### config.mk
export PLATFORM = sky130hd
export DESIGN_NAME = pc_gen
export DESIGN_NICKNAME = d
export VERILOG_FILES = /design/src/rtl/pc_gen.sv
export SDC_FILE = /design/constraint.sdc
export NUM_CORES = 1
export LEC_CHECK = 0
export ABC_AREA = 1
export CORE_ASPECT_RATIO = 2
export CORE_MARGIN = 2
export CORE_UTILIZATION = 48
export CTS_CLUSTER_DIAMETER = 30
export CTS_CLUSTER_SIZE = 14
export DETAILED_ROUTE_END_ITERATION = 10
export GPL_TIMING_DRIVEN = 0
export PLACE_DENSITY = 0.87
export SYNTH_ARGS = -nofsm -noshare
export SYNTH_HDL_FRONTEND = slang
export SYNTH_SLANG_ARGS = --single-unit
export TNS_END_PERCENT = 1
### constraint.sdc
create_clock -name clock_i -period 5.4 [get_ports clock_i]
set_input_delay 0.81 -clock clock_i [delete_from_list [all_inputs] [get_ports clock_i]]
set_output_delay 0.81 -clock clock_i [all_outputs]
set_load 0.05 [all_outputs]
### src/rtl/pc_gen.sv
// Fetch-address generator: holds the fetch PC, issues valid/ready requests and picks the next PC.
// Optional return-address stack is compiled in when PC_RAS_EN is defined.
module pc_gen #(
    parameter int              XLEN       = 32,
    parameter logic [XLEN-1:0] RESET_ADDR = {XLEN{1'b0}},
    parameter int              RAS_DEPTH  = 4
) (
    input  logic            clock_i,
    input  logic            reset_n_i,
    input  logic            stall_i,
    input  logic            halt_req_i,
    input  logic            trap_req_i,
    input  logic [XLEN-1:0] trap_target_i,
    input  logic            redirect_valid_i,
    input  logic [XLEN-1:0] redirect_target_i,
    input  logic            pred_ret_i,
    input  logic            ras_push_i,
    input  logic [XLEN-1:0] ras_push_addr_i,
    output logic            fetch_valid_o,
    input  logic            fetch_ready_i,
    output logic [XLEN-1:0] fetch_pc_o,
    output logic [XLEN-1:0] fetch_pc_plus4_o,
    output logic            misalign_err_o,
    output logic            halted_o
);

    typedef enum logic [1:0] {
        ST_BOOT = 2'd0,
        ST_RUN  = 2'd1,
        ST_HALT = 2'd2
    } state_e;

    state_e          state_q, state_d;
    logic [XLEN-1:0] pc_q, pc_d;
    logic [XLEN-1:0] pc_plus4_q;
    logic            fetch_valid_q, fetch_valid_d;
    logic            halted_q, halted_d;
    logic            misalign_q, misalign_d;

    logic            advance_s;
    logic            jump_s;
    logic            ras_hit_s;
    logic            ras_pop_s;
    logic [XLEN-1:0] ras_top_s;

    assign advance_s = fetch_valid_q & fetch_ready_i & ~stall_i;
    assign jump_s    = trap_req_i | redirect_valid_i;

    // State register
    always_ff @(posedge clock_i or negedge reset_n_i) begin
        if (!reset_n_i) begin
            state_q <= ST_BOOT;
        end else begin
            state_q <= state_d;
        end
    end

    // Next-state logic; a trap or redirect always lands in RUN
    always_comb begin
        state_d = state_q;
        case (state_q)
            ST_BOOT: state_d = ST_RUN;
            ST_RUN: begin
                if (!jump_s && halt_req_i && (!fetch_valid_q || advance_s)) begin
                    state_d = ST_HALT;
                end else begin
                    state_d = ST_RUN;
                end
            end
            ST_HALT: begin
                if (jump_s) begin
                    state_d = ST_RUN;
                end else begin
                    state_d = ST_HALT;
                end
            end
            default: state_d = ST_BOOT;
        endcase
    end

    // Output decode from the upcoming state so the outputs can be registered
    always_comb begin
        fetch_valid_d = 1'b0;
        halted_d      = 1'b0;
        case (state_d)
            ST_RUN:  fetch_valid_d = 1'b1;
            ST_HALT: halted_d      = 1'b1;
            default: begin
                fetch_valid_d = 1'b0;
                halted_d      = 1'b0;
            end
        endcase
    end

    // Next-PC selection: trap > redirect > RAS top > pc+4 > hold
    always_comb begin
        pc_d       = pc_q;
        misalign_d = 1'b0;
        ras_pop_s  = 1'b0;
        if (trap_req_i) begin
            pc_d       = {trap_target_i[XLEN-1:2], 2'b00};
            misalign_d = |trap_target_i[1:0];
        end else if (redirect_valid_i) begin
            pc_d       = {redirect_target_i[XLEN-1:2], 2'b00};
            misalign_d = |redirect_target_i[1:0];
        end else if (advance_s && ras_hit_s) begin
            pc_d      = ras_top_s;
            ras_pop_s = 1'b1;
        end else if (advance_s) begin
            pc_d = pc_q + XLEN'(32'd4);
        end else begin
            pc_d = pc_q;
        end
    end

    // PC and registered outputs
    always_ff @(posedge clock_i or negedge reset_n_i) begin
        if (!reset_n_i) begin
            pc_q          <= RESET_ADDR;
            pc_plus4_q    <= RESET_ADDR + XLEN'(32'd4);
            fetch_valid_q <= 1'b0;
            halted_q      <= 1'b0;
            misalign_q    <= 1'b0;
        end else begin
            pc_q          <= pc_d;
            pc_plus4_q    <= pc_d + XLEN'(32'd4);
            fetch_valid_q <= fetch_valid_d;
            halted_q      <= halted_d;
            misalign_q    <= misalign_d;
        end
    end

`ifdef PC_RAS_EN
    localparam int PTR_W = $clog2(RAS_DEPTH);
    localparam int CNT_W = PTR_W + 1;

    logic [XLEN-1:0]  ras_q [RAS_DEPTH];
    logic [PTR_W-1:0] ras_top_q, ras_top_d;
    logic [CNT_W-1:0] ras_cnt_q, ras_cnt_d;
    logic             ras_wr_s;
    logic [PTR_W-1:0] ras_wr_idx_s;

    assign ras_hit_s = pred_ret_i & (ras_cnt_q != CNT_W'(0));
    assign ras_top_s = ras_q[ras_top_q];

    // Stack pointer/count update; a full push wraps onto the oldest slot
    always_comb begin
        ras_top_d    = ras_top_q;
        ras_cnt_d    = ras_cnt_q;
        ras_wr_s     = 1'b0;
        ras_wr_idx_s = ras_top_q;
        if (trap_req_i) begin
            ras_cnt_d = CNT_W'(0);
        end else if (ras_push_i && ras_pop_s) begin
            ras_wr_s = 1'b1;
        end else if (ras_push_i) begin
            ras_top_d    = ras_top_q + PTR_W'(1);
            ras_wr_idx_s = ras_top_q + PTR_W'(1);
            ras_wr_s     = 1'b1;
            if (ras_cnt_q != CNT_W'(RAS_DEPTH)) begin
                ras_cnt_d = ras_cnt_q + CNT_W'(1);
            end else begin
                ras_cnt_d = ras_cnt_q;
            end
        end else if (ras_pop_s) begin
            ras_top_d = ras_top_q - PTR_W'(1);
            ras_cnt_d = ras_cnt_q - CNT_W'(1);
        end else begin
            ras_top_d = ras_top_q;
        end
    end

    // Stack storage and pointers
    always_ff @(posedge clock_i or negedge reset_n_i) begin
        if (!reset_n_i) begin
            ras_top_q <= PTR_W'(0);
            ras_cnt_q <= CNT_W'(0);
            for (int i = 0; i < RAS_DEPTH; i++) begin
                ras_q[i] <= {XLEN{1'b0}};
            end
        end else begin
            ras_top_q <= ras_top_d;
            ras_cnt_q <= ras_cnt_d;
            if (ras_wr_s) begin
                ras_q[ras_wr_idx_s] <= ras_push_addr_i;
            end
        end
    end
`else
    logic unused_ras_s;

    assign ras_hit_s    = 1'b0;
    assign ras_top_s    = {XLEN{1'b0}};
    assign unused_ras_s = ^{pred_ret_i, ras_push_i, ras_push_addr_i, ras_pop_s};
`endif

    assign fetch_valid_o    = fetch_valid_q;
    assign fetch_pc_o       = pc_q;
    assign fetch_pc_plus4_o = pc_plus4_q;
    assign misalign_err_o   = misalign_q;
    assign halted_o         = halted_q;

endmodule

# Yosys cells after proc, flatten, opt, wreduce, memory -nomap -nowiden
# Index checks and enable logic that the tools add are counted.
[totals]
register_bits = 69
in_bits = 105
out_inout_bits = 67
[classes]
add_sub_neg = 2
n_eq_ne = 4
muxes = 10
n_bitwise = 4
n_reduce_logical = 8
[ops]
columns = ["op", "count"]
rows = [
  ["two-way mux 32 bit", 3],
  ["adder 32 x 3 -> 32 bit (second input constant)", 2],
  ["one-hot mux 2 bit (3 select lines)", 1],
  ["== test 2 x 1 -> 1 bit (second input constant)", 2],
  ["== test 2 bit (second input constant)", 2],
  ["two-way mux 1 bit", 4],
  ["two-way mux 2 bit", 2],
  ["OR reduction 2 bit", 2],
  ["AND 1 bit", 2],
  ["logical AND 1 bit", 2],
  ["zero test 1 bit", 2],
  ["zero test 2 bit", 1],
  ["logical OR 1 bit", 1],
  ["inverter 1 bit", 1],
  ["bitwise OR 1 bit", 1],
]

# Logic depth before layout (Yosys ltp)
# Gate-level depths: netlist (run 1).
[depth]
ltp_word = 8
mapped_depth = 16

# Worst setup path before layout (run 1)
# Ideal clock, no wire load.
[synth_timing]
path_kind = "register -> register"
startpoint = "register pc_q[2] (netlist: fetch_pc_o[2])"
endpoint = "register pc_plus4_q[21] (netlist: fetch_pc_plus4_o[21])"
setup_time_ns = 0.125
t_arrival_ns = 2.263
required_ns = 5.275
slack_ns = 3.011
stages_incl_launch_ff = 14
path_cell_list = "dfrtp_1 ha_1 nand3_2 nor2_4 nand2_2 nor2_1 nand2_1 nand3_1 nand2_1 nor2_1 nand2_2 nor2_8 nand2_2 xor2_1"
[synth_via]
elab_chain_len = 5
[synth_lines]
columns = ["item", "line", "source"]
rows = [
  ["start: declaration", "34", "logic [XLEN-1:0] pc_q, pc_d;"],
  ["start signal: assignment", "125", "pc_q <= pc_d;"],
  ["adder 32 x 3 -> 32 bit", "110", "pc_d = pc_q + XLEN'(32'd4);"],
  ["two-way mux 32 bit *", "109", "end else if (advance_s) begin"],
  ["two-way mux 32 bit *", "103", "end else if (redirect_valid_i) begin"],
  ["two-way mux 32 bit *", "100", "if (trap_req_i) begin"],
  ["adder 32 x 3 -> 32 bit *", "126", "pc_plus4_q <= pc_d + XLEN'(32'd4);"],
  ["end signal: assignment", "120", "pc_plus4_q <= RESET_ADDR + XLEN'(32'd4);"],
  ["end signal: assignment", "126", ""],
  ["end: declaration", "35", "logic [XLEN-1:0] pc_plus4_q;"],
]
# Mark *: on every way between the ends. The rest lies on a longest branch, timed or not.

# Worst setup path after layout (run 1)
[layout_timing]
startpoint = "input trap_req_i"
endpoint = "register pc_plus4_q[18] (netlist: fetch_pc_plus4_o[18])"
[layout_via]
elab_chain_len = 2
[layout_lines]
columns = ["item", "line", "source"]
rows = [
  ["start: declaration", "12", "input logic trap_req_i,"],
  ["two-way mux 32 bit", "100", ""],
  ["named net pc_d[2]", "34", ""],
  ["adder 32 x 3 -> 32 bit", "126", ""],
]
# The timed path passes the listed nets, and every way through them passes these cells.

==> impl_metrics.ini, run 1 <==
[run_status]
status = finished clean

[drt]
drtIter0Drc = 254
wl_per_cell_microns = 17.5
vias_per_cell = 5.41
route.detailed.drc = 0
num_vias = 4714
wl_mm = 15.2
drtAntennaViolNets = 0
drt-pass1-iter-count = 4

[setup_path]
cp_max_fo = 10
crit_required_ns = 5.61
worstPathCellList = clkdlybuf4s50_1, inv_2, nand2_1, buf_4, o22ai_1, a21oi_2, ha_1, nand2_1, nor2_4, nand4_1, nor2_2, nand2_1, xor2_1
cpPeakStageDelay_ns = 0.58
crit_path_end_kind = flop
start_kind = primary input
crit_top_cell = nand2_1
crit_buf_inv = 3
slowest_stage = clkdlybuf4s50_1
cp_top_family = simple AND/OR/NAND/NOR gates
critical_path_arrival_ns = 3.43
path_class = in2reg

[global_route]
grt_max_degree = 37
overflow = 0
grt_pass1_vias = 4921
antenna_found_initial = 0
grt_pass1_wl_mm = 24.2
track_usage_pct = 32.0

[sta]
slew_violations = 0
fmax_ghz = 0.311
tightest_slew_ns = 0.848
rsz0062_at_grt = no
finalClockSkew_ns = 0.00773
period_needed_ns = 3.22
fin_crit_sh_pct = 59.6
relSlewSlack_pct = 43.5
setup_viol = 0
finalSetupTns_ns = 0
finalHoldViolCount = 0

[logic_synthesis]
synthCells = 616
yosys_warnings = 0
synth_top_cell_area_share_pct = 36.1
ys_types = 34
yosys-top-cells-area = dfrtp_1 36%, nand2_1 13%, inv_1 8.8%, nand3_1 7.1%, nor2_1 4.6%
ys_ff_latch = 65
yosysSeqAreaShare_pct = 36.7
synth_top_cell_by_area = dfrtp_1
synth.avg_cell_area_sq_um = 7.20
synth_area_sq_um = 4430

[finish]
finalInstanceArea_sq_um = 6260
final_cell_mix = 150 x nand2_1, 132 x clkdlybuf4s50_1, 104 x inv_1
drive_gt1_share_pct = 12.7
fin_cells = 871
fillers = 781
area_growth_pct = 41.3
antenna_cells = 0
final_common_cell = nand2_1
fin_nets = 871

[cts]
cts_root_buf = clkbuf_16
clk-insertion-delay-late_ns = 0.34
cts_buffer_depth = 2
cts_max_level = 3
clk_pin_slew_ns = 0.05
ctsResizeCount = 0
cts_tree = built
cts_made_buffers = 9
postCtsSetupRepairBufs = 0
cts.sinks = 65
cts_hold_buf = 0

[power_and_ir_drop]
leakage_uw = 0.00301
peakVddDrop_mv = 0.270
power_density_nw_per_um2 = 314

[placement]
gp_congestion = 0.972
dp_hpwl_mm = 12.3
port_buffers = 133
dp.cells = 855
place_area_sq_um = 5920

[job]
maxCapViolCount = 0

[floorplanning]
die_h_microns = 140
initial_core_util_pct = 49.2
die_w_microns = 72.0
die_area_sq_um = 10100
io_pins = 172
coreArea_sq_um = 9010
core.rowCount = 49

[min_path]
hold_path.class = reg2reg
-- area by class of cell --
class | instances | area [sq um] | share of cell area [%]
repair buffers | 134 | 1350 | 21.5
clock inverters | 6 | 115 | 1.84
clock buffers | 10 | 229 | 3.66
flip-flops and latches | 65 | 1630 | 26.0
inverters | 110 | 413 | 6.59
well taps | 102 | 128 | 2.04
plain buffers | 13 | 88.8 | 1.42
multi-input cells | 431 | 2320 | 37.0
-- layer usage --
layer | global-route usage [%] | vias to the layer above | share of wire (%)
met4 | 26.2 | 0 | 9.2
met1 | 30.4 | 2155 | 32
met3 | 5.61 | 71 | 5.1
li1 | - | 2251 | -
met2 | 57.4 | 237 | 53
met5 | 0 | - | 0
-- worst paths after layout --
path | depth (start not counted) | slack [ns] | to | startpoint
setup / recovery | 13 | 2.18 | fetch_pc_plus4_o[18] | trap_req_i
hold / removal | 3 | 0.57 | fetch_valid_o | state_q[1]
setup reg to reg | 13 | 2.82 | fetch_pc_plus4_o[26] | fetch_pc_o[11]
hold reg to reg | 3 | 0.57 | fetch_valid_o | state_q[1]
max in group asynchronous | 2 | 4.10 | fetch_pc_plus4_o[2] | reset_n_i
min in group asynchronous | 1 | 0.58 | fetch_pc_o[12] | reset_n_i
-- stage by stage --
stage / util, % / setup slack, ns / total power, uW / hold WS, ns
after global placement: 65.5 / 1.49 / 1270 / 0.526
after CTS: 69.5 / 2.21 / 1970 / 0.572
after detailed placement: 65.7 / 1.87 / 1290 / 0.564
after floorplan: - / 3.01 / 1020 / 0.514
after global routing: 69.5 / 2.09 / 2040 / 0.609
final: 69.5 / 2.18 / 1970 / 0.569
-- cells in the mapped netlist --
master      n
buf_2       5
inv_1     104
nand3_2     5
conb_1      1
nor3_1      3
nor3_4      1
dfrtp_1    64
and2_1      1
nor2_2     22
nand3_1    63
buf_6       2
xor2_1     19
nand2_4     2
ha_1        2
o21a_1      2
o22ai_1    28
buf_1       1
nand3_4     2
nand3b_1    5
o21ai_0     8
a21oi_1     1
a21oi_4     1
nand2_1   150
a21oi_2     1
inv_2       6
nor2_4      7
nand4_1    27
a21o_1      1
dfstp_2     1
nand2_2    17
buf_4       5
nor2_1     54
nor4_1      1
nor2_8      4
-- logic make-up after synthesis --
kind of cell,after synthesis,synth area share (%)
and+or+nand+nor,364,41.5
buffers and inverters,123,11.3
DFF,65,36.7
AOI/OAI and AO/OA,42,6.04
xor gates and xnor gates,19,3.75
adders and majority gates,2,0.564
other,1,0.0846
-- where the power goes --
group	internal [uW]	switching, uW	total (uW)
clock network	453	230	684
logic	223	454	677
registers	548	59.1	607
total	1220	743	1970
-- registers in the layout, summed over array words and instances (netlist names) --
signal / flops
misalign_err_o: 1
state_q: 2
halted_o: 1
fetch_valid_o: 1
fetch_pc_plus4_o: 30
fetch_pc_o: 30
-- worst min-delay path: stages, from the launching register on --
cell	delay [ns]
dfrtp_1	0.35
inv_1	0.06
nand2_1	0.07
nand2_1	0.05
(Power assumes the default switching activity.)
==> inputs of run 2 (changes only) <==
- CORE_UTILIZATION: 48 -> 45
- PLACE_DENSITY: 0.87 -> 0.82
- clock period: 5.4 -> 3.3 ns (I/O delays scaled with it)
==> run 2 against run 1 <==
Effect of this change: register-to-register slack got worse by 2.0 ns; non-clock buffer count fell by 1; final area rose by 0.32%; global-route usage decreased by 2.4 points; die area rose by 6.4%; setup slack lost 1.7 ns.
==> impl_metrics.ini, run 2 (synthesized netlist as in run 1, its figures left out) <==
[run_status]
status = finished clean

[drt]
drt-met1-wl_mm = 4.93
wl_met3_microns = 856
drtIter0Drc = 284
drt-pass1-iter-count = 7
drtAntennaViolNets = 0
dr_wl_met2_mm = 8.06
vias_per_cell = 5.20
highest_layer = met4
route.detailed.drc = 0
num_vias = 4679
wl_mm = 15.1
wl_per_cell_microns = 16.8

[sta]
finalSetupTns_ns = 0
fin_crit_sh_pct = 85.6
rsz0062_at_grt = no
tightest_slew_ns = 0.828
finalHoldViolCount = 0
slew_violations = 0
fmax_ghz = 0.354
finalClockSkew_ns = 0.00719
setup_viol = 0
relSlewSlack_pct = 44.8
period_needed_ns = 2.82

[cts]
postCtsSetupRepairBufs = 0
cts_buffer_depth = 2
ctsResizeCount = 0
cts_hold_buf = 0
cts.sinks = 65
cts_tree = built
cts_made_buffers = 9
clk-insertion-delay-late_ns = 0.33
cts_max_level = 3
cts_root_buf = clkbuf_16
clk_pin_slew_ns = 0.05

[setup_path]
cp_top_family = simple AND/OR/NAND/NOR gates
crit_required_ns = 3.51
worstPathCellList = clkdlybuf4s50_1, inv_2, nand2_1, buf_4, o22ai_1, a21oi_2, ha_1, nand2_1, nor2_4, nand4_1, nor2_2, nand2_1, xor2_1
cpPeakStageDelay_ns = 0.57
critical_path_arrival_ns = 3.03
cp_max_fo = 10
crit_buf_inv = 3
path_class = in2reg
crit_path_end_kind = flop
slowest_stage = clkdlybuf4s50_1
start_kind = primary input
crit_top_cell = nand2_1

[global_route]
overflow = 0
grt_pass1_wl_mm = 23.3
antenna_found_initial = 0
grt_pass1_vias = 4624
track_usage_pct = 29.6
grt_max_degree = 66

[placement]
port_buffers = 133
dp_hpwl_mm = 12.3
gp_congestion = 0.957

[min_path]
hold_path.class = in2async

[power_and_ir_drop]
leakage_uw = 0.00301
internal_power_uw = 2000
power_density_nw_per_um2 = 509
pwr-share-clk_pct = 34.5
p_sw_uw = 1190
power_uw = 3200
power_frac_comb_pct = 34.3
sequentialPowerShare_pct = 31.2
peakVddDrop_mv = 0.384
swShare_pct = 37.4

[floorplanning]
initial_core_util_pct = 46.0
core.rowCount = 51
io_pins = 172
coreArea_sq_um = 9640
die_w_microns = 74.2
die_h_microns = 144
die_area_sq_um = 10700

[job]
maxCapViolCount = 0

[finish]
utilization_pct = 65.2
area_growth_pct = 41.7
final_cell_mix = 150 x nand2_1, 132 x clkdlybuf4s50_1, 104 x inv_1
antenna_cells = 0
fillers = 856
final_common_cell = nand2_1
fin_nets = 870
drive_gt1_share_pct = 12.6
-- run 2: worst register-to-register path, stage by stage (launching register included) --
cell and delay [ns]:
dfrtp_1 0.44, nand3_4 0.18, xor2_1 0.19, a21oi_2 0.35, ha_1 0.24, nand2_1 0.09, nor2_4 0.16, nand4_1 0.14
nor2_2 0.32, nand2_1 0.11, xor2_1 0.15
-- run 2: area by class of cell --
class / count / area [sq um] / area share, %
Multi-Input combinational cell: 431 / 2320 / 36.9
Sequential cell: 65 / 1630 / 25.9
Timing Repair Buffer: 133 / 1330 / 21.1
Inverter: 110 / 413 / 6.57
Clock buffer: 10 / 229 / 3.64
Tap cell: 132 / 165 / 2.63
Clock inverter: 6 / 115 / 1.83
Buffer: 13 / 88.8 / 1.41
-- run 2: per-stage QoR --
step                      cells  hold WS (ns)  setup WS [ns]  instance area, sq um
after floorplan             619         0.199          0.911                  4450
after global placement      884         0.529         -0.377                  5940
after detailed placement    884         0.556          0.135                  5940
after CTS                   900         0.296          0.471                  6280
after global routing        900         0.333          0.348                  6280
final                       900         0.252          0.476                  6280
-- run 2: worst paths after layout --
| kind | startpoint | endpoint | slack [ns] | cells after the start |
|---|---|---|---|---|
| max | trap_req_i | fetch_pc_plus4_o[18] | 0.48 | 13 |
| min | reset_n_i | halted_o | 0.25 | 1 |
| max reg2reg | fetch_valid_o | fetch_pc_plus4_o[18] | 0.80 | 10 |
| min reg2reg | state_q[1] | state_q[0] | 0.56 | 3 |
| max in group asynchronous | reset_n_i | fetch_pc_plus4_o[29] | 2.48 | 1 |
| min in group clock_i | state_q[1] | state_q[0] | 0.56 | 3 |
-- run 2: power by group through the flow --
stage / Combinational [uW] / Clock, uW / Sequential (uW)
CTS: 1100 / 1120 / 995
floorplan: 376 / 0 / 1300
global placement: 1080 / 0 / 1010
finish: 1100 / 1100 / 996
detailed placement: 1090 / 0 / 1010
global route: 1170 / 1150 / 1010
-- run 2: routing by layer --
metal | up-vias | global-route usage, %
met5 | - | 0
met4 | 0 | 22.8
met3 | 61 | 4.39
met2 | 240 | 53.8
met1 | 2122 | 28.6
li1 | 2256 | -
